File: src/rtl/cdma_ser_scheduler_pkg.sv
// Shared types and helpers for the CDMA serial scheduler and other router arbiters.
package cdma_pkg;

  typedef enum logic {
    IDLE  = 1'b0,
    SHIFT = 1'b1
  } state_e;

  localparam int CDMA_N_REQ  = 4;
  localparam int CDMA_DATA_W = 4;

  // Winner is the first set bit scanning ptr+1, ptr+2, ... modulo n_req (n_req <= 8).
  function automatic logic [2:0] rr_pick(input logic [7:0] valid, input logic [2:0] ptr,
                                         input logic [3:0] n_req);
    logic [3:0] idx_s;
    logic [2:0] win_s;
    win_s = ptr;
    for (int k = 8; k >= 1; k--) begin
      idx_s = 4'(ptr) + 4'(k);
      if (idx_s >= n_req) begin
        idx_s = idx_s - n_req;
      end else begin
        idx_s = idx_s;
      end
      if ((4'(k) <= n_req) && valid[idx_s[2:0]]) begin
        win_s = idx_s[2:0];
      end else begin
        win_s = win_s;
      end
    end
    return win_s;
  endfunction

  function automatic logic even_parity(input logic [15:0] d);
    return ^d;
  endfunction

endpackage

File: src/rtl/cdma_ser_scheduler_if.sv
// Requester-side valid/ready handshake bundle for the CDMA serial scheduler.
interface cdma_ser_scheduler_if #(
  parameter int N_REQ  = 4,
  parameter int DATA_W = 4
);
  logic [N_REQ-1:0]        req_valid;
  logic [N_REQ*DATA_W-1:0] req_data;
  logic [N_REQ-1:0]        req_ready;

  modport master (output req_valid, output req_data, input req_ready);
  modport slave  (input req_valid, input req_data, output req_ready);
endinterface

File: src/rtl/cdma_ser_scheduler_rr.sv
// Round-robin arbiter: combinational pick from a registered last-winner pointer.
module cdma_rr_arbiter
  import cdma_pkg::*;
#(
  parameter int N_REQ = CDMA_N_REQ,
  localparam int CH_W = $clog2(N_REQ)
) (
  input  logic             clk,
  input  logic             rst,
  input  logic [N_REQ-1:0] valid,
  input  logic             grant_upd,
  output logic [CH_W-1:0]  winner,
  output logic             any_valid
);

  logic [CH_W-1:0] rr_ptr_r;

  // Select the next requester after the last winner.
  always_comb begin
    winner    = CH_W'(rr_pick(8'(valid), 3'(rr_ptr_r), 4'(N_REQ)));
    any_valid = |valid;
  end

  // Pointer moves only when a grant is actually taken.
  always_ff @(posedge clk) begin
    if (rst) begin
      rr_ptr_r <= CH_W'(N_REQ - 1);
    end else if (grant_upd) begin
      rr_ptr_r <= winner;
    end else begin
      rr_ptr_r <= rr_ptr_r;
    end
  end

endmodule

File: src/rtl/cdma_ser_scheduler.sv
// Round-robin parallel-to-serial scheduler, MSB first with channel tag.
// Optional trailing even-parity bit when CDMA_SER_PARITY_EN is defined.
module cdma_ser_scheduler
  import cdma_pkg::*;
#(
  parameter int N_REQ  = CDMA_N_REQ,
  parameter int DATA_W = CDMA_DATA_W,
  localparam int CH_W  = $clog2(N_REQ)
) (
  input  logic                  clk,
  input  logic                  rst,
  cdma_ser_scheduler_if.slave   req,
  input  logic                  ser_en,
  output logic                  ser_out,
  output logic                  ser_valid,
  output logic                  ser_first,
  output logic                  ser_last,
  output logic [CH_W-1:0]       ser_chan,
  output logic                  busy
);

`ifdef CDMA_SER_PARITY_EN
  localparam int FRAME_LEN = DATA_W + 1;
`else
  localparam int FRAME_LEN = DATA_W;
`endif
  localparam int CNT_W = $clog2(FRAME_LEN);
  localparam logic [CNT_W-1:0] LAST_CNT = CNT_W'(FRAME_LEN - 1);

  state_e               state_r;
  logic [FRAME_LEN-1:0] shift_r;
  logic [CNT_W-1:0]     bit_cnt_r;
  logic [CH_W-1:0]      chan_r;
  logic [CH_W-1:0]      winner_s;
  logic                 any_valid_s;
  logic                 grant_s;
  logic [DATA_W-1:0]    word_s;
  logic [FRAME_LEN-1:0] load_s;

  cdma_rr_arbiter #(.N_REQ(N_REQ)) u_arb (
    .clk       (clk),
    .rst       (rst),
    .valid     (req.req_valid),
    .grant_upd (grant_s),
    .winner    (winner_s),
    .any_valid (any_valid_s)
  );

  // Grant decode and frame image; the parity bit rides in the shift register's LSB.
  always_comb begin
    grant_s = (state_r == IDLE) && any_valid_s;
    word_s  = req.req_data[int'(winner_s)*DATA_W +: DATA_W];
`ifdef CDMA_SER_PARITY_EN
    load_s  = {word_s, even_parity(16'(word_s))};
`else
    load_s  = word_s;
`endif
    if (grant_s) begin
      req.req_ready = {{(N_REQ-1){1'b0}}, 1'b1} << winner_s;
    end else begin
      req.req_ready = {N_REQ{1'b0}};
    end
  end

  // Frame FSM with shift/count datapath.
  always_ff @(posedge clk) begin
    if (rst) begin
      state_r   <= IDLE;
      shift_r   <= {FRAME_LEN{1'b0}};
      bit_cnt_r <= {CNT_W{1'b0}};
      chan_r    <= {CH_W{1'b0}};
    end else begin
      case (state_r)
        IDLE: begin
          if (grant_s) begin
            shift_r   <= load_s;
            chan_r    <= winner_s;
            bit_cnt_r <= {CNT_W{1'b0}};
            state_r   <= SHIFT;
          end else begin
            state_r   <= IDLE;
          end
        end
        SHIFT: begin
          if (ser_en) begin
            // Zero fill leaves the register clear once the frame is drained.
            shift_r <= {shift_r[FRAME_LEN-2:0], 1'b0};
            if (bit_cnt_r == LAST_CNT) begin
              bit_cnt_r <= {CNT_W{1'b0}};
              state_r   <= IDLE;
            end else begin
              bit_cnt_r <= bit_cnt_r + {{(CNT_W-1){1'b0}}, 1'b1};
              state_r   <= SHIFT;
            end
          end else begin
            state_r <= SHIFT;
          end
        end
        default: begin
          state_r <= IDLE;
        end
      endcase
    end
  end

  // Serial outputs decode directly from registered state.
  always_comb begin
    ser_valid = (state_r == SHIFT);
    busy      = (state_r == SHIFT);
    ser_out   = shift_r[FRAME_LEN-1];
    ser_first = (state_r == SHIFT) && (bit_cnt_r == {CNT_W{1'b0}});
    ser_last  = (state_r == SHIFT) && (bit_cnt_r == LAST_CNT);
    ser_chan  = chan_r;
  end

endmodule
File: src/flat_wrapper.sv
// flat-port wrapper written by rule: the top's interface ports become plain ports
module cdma_ser_scheduler_flat import cdma_pkg::*;
#(
  parameter int N_REQ  = CDMA_N_REQ,
  parameter int DATA_W = CDMA_DATA_W,
  localparam int CH_W  = $clog2(N_REQ)
)
  (clk, rst, ser_en, ser_out, ser_valid, ser_first, ser_last, ser_chan, busy, req_req_valid, req_req_data, req_req_ready);
  cdma_ser_scheduler_if #(.N_REQ(N_REQ), .DATA_W(DATA_W)) req_i ();
  input  logic clk;
  input  logic rst;
  input  logic ser_en;
  output logic ser_out;
  output logic ser_valid;
  output logic ser_first;
  output logic ser_last;
  output logic [CH_W-1:0] ser_chan;
  output logic busy;
  input wire logic [$bits(req_i.req_valid)-1:0] req_req_valid;
  input wire logic [$bits(req_i.req_data)-1:0] req_req_data;
  output wire logic [$bits(req_i.req_ready)-1:0] req_req_ready;
  assign req_i.req_valid = req_req_valid;
  assign req_i.req_data = req_req_data;
  assign req_req_ready = req_i.req_ready;
  cdma_ser_scheduler #(.N_REQ(N_REQ), .DATA_W(DATA_W)) u_core (.clk(clk), .rst(rst), .req(req_i), .ser_en(ser_en), .ser_out(ser_out), .ser_valid(ser_valid), .ser_first(ser_first), .ser_last(ser_last), .ser_chan(ser_chan), .busy(busy));
endmodule
File: config.mk
export PLATFORM = sky130hd
export DESIGN_NAME = cdma_ser_scheduler_flat
export DESIGN_NICKNAME = d
export VERILOG_FILES = /design/src/rtl/cdma_ser_scheduler_pkg.sv /design/src/rtl/cdma_ser_scheduler_if.sv /design/src/rtl/cdma_ser_scheduler_rr.sv /design/src/rtl/cdma_ser_scheduler.sv /design/src/flat_wrapper.sv
export SDC_FILE = /design/constraint.sdc
export NUM_CORES = 1
export LEC_CHECK = 0
export ABC_AREA = 1
export ABC_CLOCK_PERIOD_IN_PS = 2300
export BUFFER_PORTS_ARGS = -buffer_cell sky130_fd_sc_hd__buf_2
export CAP_MARGIN = 20
export CORE_ASPECT_RATIO = 1.2
export CORE_MARGIN = 2
export CORE_UTILIZATION = 46
export CTS_BUF_LIST = sky130_fd_sc_hd__clkbuf_8 sky130_fd_sc_hd__clkbuf_16
export DETAILED_ROUTE_END_ITERATION = 16
export GPL_TIMING_DRIVEN = 1
export PLACE_DENSITY = 0.77
export SLEW_MARGIN = 5
export SYNTH_ARGS = -nofsm -noshare
export SYNTH_HDL_FRONTEND = slang
export SYNTH_SLANG_ARGS = --single-unit
File: constraint.sdc
create_clock -name clk -period 2.3 [get_ports clk]
set_input_delay 0.115 -clock clk [delete_from_list [all_inputs] [get_ports clk]]
set_output_delay 0.115 -clock clk [all_outputs]
set_load 0.01 [all_outputs]
=== After elaboration in Yosys (flattened, before gate mapping) ===
Cells that the tools add are included.

* Register bits: 11
* Latch bits: 0
* Bits in writable memories: 0
* ROM bits: 0
* Input port bits: 23
* Output and inout port bits: 11
* Logic and storage cells: 63
* Memories kept: 0

* Add/sub/neg operators: 9
* Multipliers: 0
* Div/mod/pow operators: 0
* $lt $le $gt $ge: 8
* Equal/unequal tests: 3
* Shift operators: 2
* Muxes and demuxes: 28
* Bitwise operators: 1
* Reductions and logical operators: 7

{| class="wikitable"
|+ Operators with widths
! cell !! count
|-
| $lt 3x4->1 const B || 4
|-
| $shiftx 16x5->4 || 1
|-
| $mux 2 || 7
|-
| $bmux 1 s3 || 4
|-
| $mux 3 || 4
|-
| $mux 4 || 3
|-
| $sub 3x3->3 const B || 4
|-
| $ge 3x3->1 const B || 3
|-
| $pmux 4 s2 || 1
|-
| $mux 1 || 7
|-
| $add 2x2->3 const B || 2
|-
| $add 2x3->4 const B || 1
|-
| $ge 4x3->1 const B || 1
|-
| $pmux 2 s2 || 1
|-
| $reduce_and 2->1 || 2
|-
| $reduce_or 4->1 || 1
|-
| $shl 1x2->4 const A || 1
|-
| $add 2x1->3 const B || 1
|-
| $logic_and 1x1->1 || 3
|-
| $add 2x1->2 const B || 1
|-
| $eq 2x2->1 const B || 1
|-
| $logic_not 2->1 || 1
|-
| $ne 2x1->1 const B || 1
|-
| $ne 2x2->1 const B || 1
|-
| other kinds (2) || 2
|}

=== Logic depth before layout (Yosys ltp) ===
* Depth in word-level cells: 12
* Mapped depth: 14
* Depth with buffers taken out: 14

=== Modules after synthesis ===
Synthesis repeated with hierarchy kept, for this count alone.

* Cells, all modules: 140
* Area, all modules: 847.1 sq um

{| class="wikitable"
|+ Modules (own cells, without submodules)
! module !! instances !! cells each !! area an instance (sq um) !! seq. area each (sq um)
|-
| cdma_ser_scheduler || 1 || 93 || 589.3 || 180.2
|-
| cdma_rr_arbiter || 1 || 47 || 257.7 || 40.0
|}

=== Worst setup path after synthesis ===
No wires, ideal clock.

* Kind: register to register
* Start point: register u_core.u_arb.rr_ptr_r[0]
* End point: register u_core.shift_r[0]
* Arrival time: 1678 ps
* Required time: 2236 ps
* Slack: 558 ps
* Stages on the path, launching flop included: 13
* Clock period less this slack: 1742 ps
* Cell sequence: dfxtp_1 > ha_1 > inv_1 > nand2_1 > nand2_1 > nand2_2 > nand3_2 > nand2_4 > nor2_1 > nand2_1 > nand3_1 > nor2_1 > nor2_1

* Cells in the longest elaborated chain, start to end: 12

{| class="wikitable"
|+ RTL lines
! item !! RTL line !! text
|-
| start: declaration || cdma_ser_scheduler_rr.sv:16 || <nowiki>logic [CH_W-1:0] rr_ptr_r;</nowiki>
|-
| start signal: assignment || cdma_ser_scheduler_rr.sv:27 || <nowiki>rr_ptr_r <= CH_W'(N_REQ - 1);</nowiki>
|-
| start signal: assignment || cdma_ser_scheduler_rr.sv:29 || <nowiki>rr_ptr_r <= winner;</nowiki>
|-
| start signal: assignment || cdma_ser_scheduler_rr.sv:31 || <nowiki>rr_ptr_r <= rr_ptr_r;</nowiki>
|-
| $add 2x3->4 || cdma_ser_scheduler_pkg.sv:19 || <nowiki>idx_s = 4'(ptr) + 4'(k);</nowiki>
|-
| $ge 4x3->1 or $sub 3x3->3 (tied branches) || cdma_ser_scheduler_pkg.sv:20, cdma_ser_scheduler_pkg.sv:21 ||
|-
| $mux 3 || cdma_ser_scheduler_pkg.sv:20 || <nowiki>if (idx_s >= n_req) begin</nowiki>
|-
| $bmux 1 s3 || cdma_ser_scheduler_pkg.sv:25 || <nowiki>if ((4'(k) <= n_req) && valid[idx_s[2:0]]) begin</nowiki>
|-
| $mux 1 (implied by the code) || cdma_ser_scheduler_pkg.sv:25 ||
|-
| $mux 2 (3 in a row) || cdma_ser_scheduler_pkg.sv:25 ||
|-
| $mux 2 * || cdma_ser_scheduler_pkg.sv:25 ||
|-
| $shiftx 16x5->4 * || cdma_ser_scheduler.sv:52 || <nowiki>word_s = req.req_data[int'(winner_s)*DATA_W +: DATA_W];</nowiki>
|-
| $mux 4 * || cdma_ser_scheduler.sv:75 || <nowiki>if (grant_s) begin</nowiki>
|-
| $pmux 4 s2 * || cdma_ser_scheduler.sv:73 || <nowiki>case (state_r)</nowiki>
|-
| end signal: assignment || cdma_ser_scheduler.sv:69 || <nowiki>shift_r <= {FRAME_LEN{1'b0}};</nowiki>
|-
| end signal: assignment || cdma_ser_scheduler.sv:76 || <nowiki>shift_r <= load_s;</nowiki>
|-
| end signal: assignment || cdma_ser_scheduler.sv:87 || <nowiki>shift_r <= {shift_r[FRAME_LEN-2:0], 1'b0};</nowiki>
|-
| end: declaration || cdma_ser_scheduler.sv:31 || <nowiki>logic [FRAME_LEN-1:0] shift_r;</nowiki>
|}

Every way passes the cells marked *; elsewhere a longest branch is shown, timed or not. The select of a mux whose other input is x is not followed.
A chain may end at the register's enable or synchronous reset.

=== Worst setup path in the final report ===
* Start point: register u_core.u_arb.rr_ptr_r[0]
* End point: output port req_req_ready[3]

* Cells in the longest elaborated chain, start to end: 11

{| class="wikitable"
|+ RTL lines
! item !! RTL line !! text
|-
| $add 2x3->4 || cdma_ser_scheduler_pkg.sv:19 ||
|-
| $ge 4x3->1 or $sub 3x3->3 (tied branches) || cdma_ser_scheduler_pkg.sv:20, cdma_ser_scheduler_pkg.sv:21 ||
|-
| $mux 3 || cdma_ser_scheduler_pkg.sv:20 ||
|-
| $bmux 1 s3 || cdma_ser_scheduler_pkg.sv:25 ||
|-
| $mux 1 (implied by the code) || cdma_ser_scheduler_pkg.sv:25 ||
|-
| $mux 2 (3 in a row) || cdma_ser_scheduler_pkg.sv:25 ||
|-
| $mux 2 * || cdma_ser_scheduler_pkg.sv:25 ||
|-
| $shl 1x2->4 * || cdma_ser_scheduler.sv:59 || <nowiki>req.req_ready = {{(N_REQ-1){1'b0}}, 1'b1} << winner_s;</nowiki>
|-
| $mux 4 * || cdma_ser_scheduler.sv:58 || <nowiki>if (grant_s) begin</nowiki>
|-
| end: declaration || flat_wrapper.sv:21 || <nowiki>output wire logic [$bits(req_i.req_ready)-1:0] req_req_ready;</nowiki>
|}

Marks and branches as above.

==> results by group <==
Outcome
  – Status: finished, final reports clean

Setup path
  – Critical path class: flop to output port
  – Worst path required time: 2.18 ns
  – Endpoint class of the critical path: output port
  – Startpoint class of the critical path: flop
  – Slowest Stage Delay on Critical Path: 0.37 ns
  – Worst EP arrival: 1.95 ns
  – Most used cell, CP: inv_1
  – Worst-path cell chain: ha_1, inv_1, nand2_1, nand2_1, inv_1, nand3_2, nand2_4, inv_1, nor2_1, buf_2
  – Critical path fanouts, max: 12
  – CP max-delay cell: dfxtp_2

Synth
  – Area leader, netlist: dfxtp_1
  – Largest cells by area after synthesis: dfxtp_1 27%, nand2_1 15%, nand3_1 13%
  – Syn Nets: 156
  – Synth Warn #: 0
  – Number of synthesized flops with an enable pin: 0
  – Top-area cell type share of the netlist area: 0.270
  – Register area share after synthesis: 0.270
  – Post-synthesis cell area: 817 µm²
  – Synth cell count leaders: 32 x nand2_1, 21 x nand3_1, 19 x inv_1
  – Synth unique cells: 21
  – Most used DFF post-synth: dfxtp_1
  – Async S/R FF share, synth: 0
  – Syn avg cell area: 6.28 µm²
  – Most frequent cell after synthesis: nand2_1
  – Synth Register Bits: 11
  – Post-Synthesis Cells: 130

Clock tree
  – Num CTS Buffers: 3
  – H-tree levels: 1
  – Worst-path clk slew: about 0.050 ns
  – Post-CTS Setup Inserts: 0
  – CTS tree: yes
  – Clock Latency Late Sink: 0.24 ns
  – Clock Tree Buf Depth: 2
  – Clock root cell: clkbuf_8
  – Count of hold-fix buffers inserted at cts: 0
  – Post-cts resize count: 0
  – Clock Sinks: 11

Timing
  – Final setup violation count: 0
  – Setup TNS: 0 ns
  – Slew of the pin with the lowest slew margin: approximately 0.32 ns
  – Period utilisation layout: 0.897
  – Fmax: 0.485 GHz
  – Setup Skew: 0.00123 ns
  – Setup WS post-layout: between 0.2 and 0.25 ns
  – Tmin final: 2.06 ns
  – Relative max-transition margin: 0.783
  – Endpoints failing hold: 0
  – RSZ-0062 raised after global routing: no
  – Max-slew violation count: 0

Power
  – VDD IR-drop max: 384 µV
  – Comb power frac: 0.459
  – Switching share of total power: 0.413
  – Power per Cell Area: 778 nW/µm²
  – Reg power frac: 0.301
  – Clock Power Share: 0.240
  – Internal power: 0.468 mW
  – Psw: ~0.33 mW
  – Leakage: 0.583 nW

Layout
  – Multi-input logic area: 495 µm²
  – # diodes: 0
  – Register Area: approximately 220 µm²
  – Share of layout cells above drive strength 1: 0.299
  – Fillers: 166
  – Final #Nets: around 190
  – Layout Cells excl Fill: about 180
  – Post-route cell area: 1020 µm²
  – Area Overhead vs Synth: 25.4%

Die
  – IO Count: 34
  – Total die area: 2130 µm²
  – Die extent in x: 42.5 µm
  – Core area: approximately 1600 µm²
  – Initial core utilization: 0.498
  – Rows: 16
  – Die height: 50.2 µm

Global routing
  – Initial antenna violation count: 0
  – Tot GR Track Use: 0.194
  – First-pass GRT wire length: roughly 3200 µm
  – Vias in the first global route: roughly 800
  – Pin count of the biggest net entering global routing: 13
  – GRT overflow: 0

Placement
  – Pre-CTS setup slack: 0.369 ns
  – Post-DP HPWL: 1590 µm
  – Global placer's final weighted congestion: 0.885
  – IO Port Bufs: 33
  – Post-DP Area: 978 µm²
  – Dpl cells: 178

Detailed routing
  – Drt pass-1 iters: 4
  – WL per Instance: around 11 µm
  – Residual DRC: 0
  – First DRT Iteration DRCs: 21
  – DR vias/cell: 5.18
  – Routed WL: 1950 µm
  – Vias: 942
  – ANT nets after route: 0

Worst hold path
  – Hold Crit Class: primary input to flop

Job
  – Max-cap viol count: 0
-- worst paths after layout --
check | startpoint | end | slack (ns) | depth (start not counted)
setup / recovery | u_core.u_arb.rr_ptr_r[0] | req_req_ready[3] | 0.24 | 10
hold / removal | ser_en | u_core.busy | 0.09 | 2
setup reg to reg | u_core.u_arb.rr_ptr_r[0] | u_core.shift_r[0] | 0.44 | 12
hold reg to reg | u_core.bit_cnt_r[0] | u_core.bit_cnt_r[0] | 0.46 | 1
-- state kept, by name, indices dropped and copies added, names as in the netlist --
name                   cells
u_core.shift_r             4
u_core.bit_cnt_r           2
u_core.ser_chan            2
u_core.u_arb.rr_ptr_r      2
u_core.busy                1
-- critical path, delay by kind of cell (launching register included) --
kind	cells	cell delay, ns
fa+ha+maj	1	0.34
flops	1	0.37
buf+inv	4	0.41
simple gates	5	0.60
-- power groups by stage --
stage | sequential, mW | combinational (mW) | clock (mW)
3_3_place_gp | 0.241 | 0.354 | 0
2_1_floorplan | 0.241 | 0.295 | 0
5_1_grt | 0.245 | 0.416 | 0.203
6_report | 0.240 | 0.366 | 0.191
3_5_place_dp | 0.243 | 0.365 | 0
4_1_cts | 0.239 | 0.368 | 0.193
-- metal layers --
metal	wire length (µm)	global-route usage	share of wire
met3	160	0.0144	0.082
met2	920	0.313	0.47
met1	848	0.261	0.43
met5	0	0	0
met4	21	0.0938	0.011
-- area by class of cell --
cell class	instances	area share
multi-input cells	96	0.484
flip-flops and latches	11	0.216
repair buffers	33	0.161
inverters	20	0.0733
clock buffers	3	0.0403
well taps	18	0.0220
clock inverters	1	0.00366
-- layout by cell type, fill, tap and decap left out, drive strengths merged --
cell type / instances
buf: 33
nand3: 22
inv: 21
clkbuf: 3
o211ai: 2
nand4: 2
nor2: 8
a211oi: 1
o21ai: 6
dfxtp: 11
nand3b: 1
nand2: 39
ha: 3
a21oi: 12
-- kinds of logic after synthesis --
logic type / Yosys count / synth area share
fa+ha+maj: 3 / 0.0459
buf+inv: 23 / 0.124
flops: 11 / 0.270
simple gates: 72 / 0.409
compound gates: 21 / 0.152
-- per-stage QoR --
step | total power [mW] | hold slack (ns) | utilization
detailed placement | 0.607 | 0.340 | 0.596
CTS | 0.800 | 0.0925 | 0.623
finish | 0.797 | 0.0911 | 0.624
global placement | 0.595 | 0.331 | 0.596
floorplan | 0.536 | 0.184 | -
global route | 0.863 | 0.114 | 0.624
Note: power is estimated with default switching activity, not from simulation.
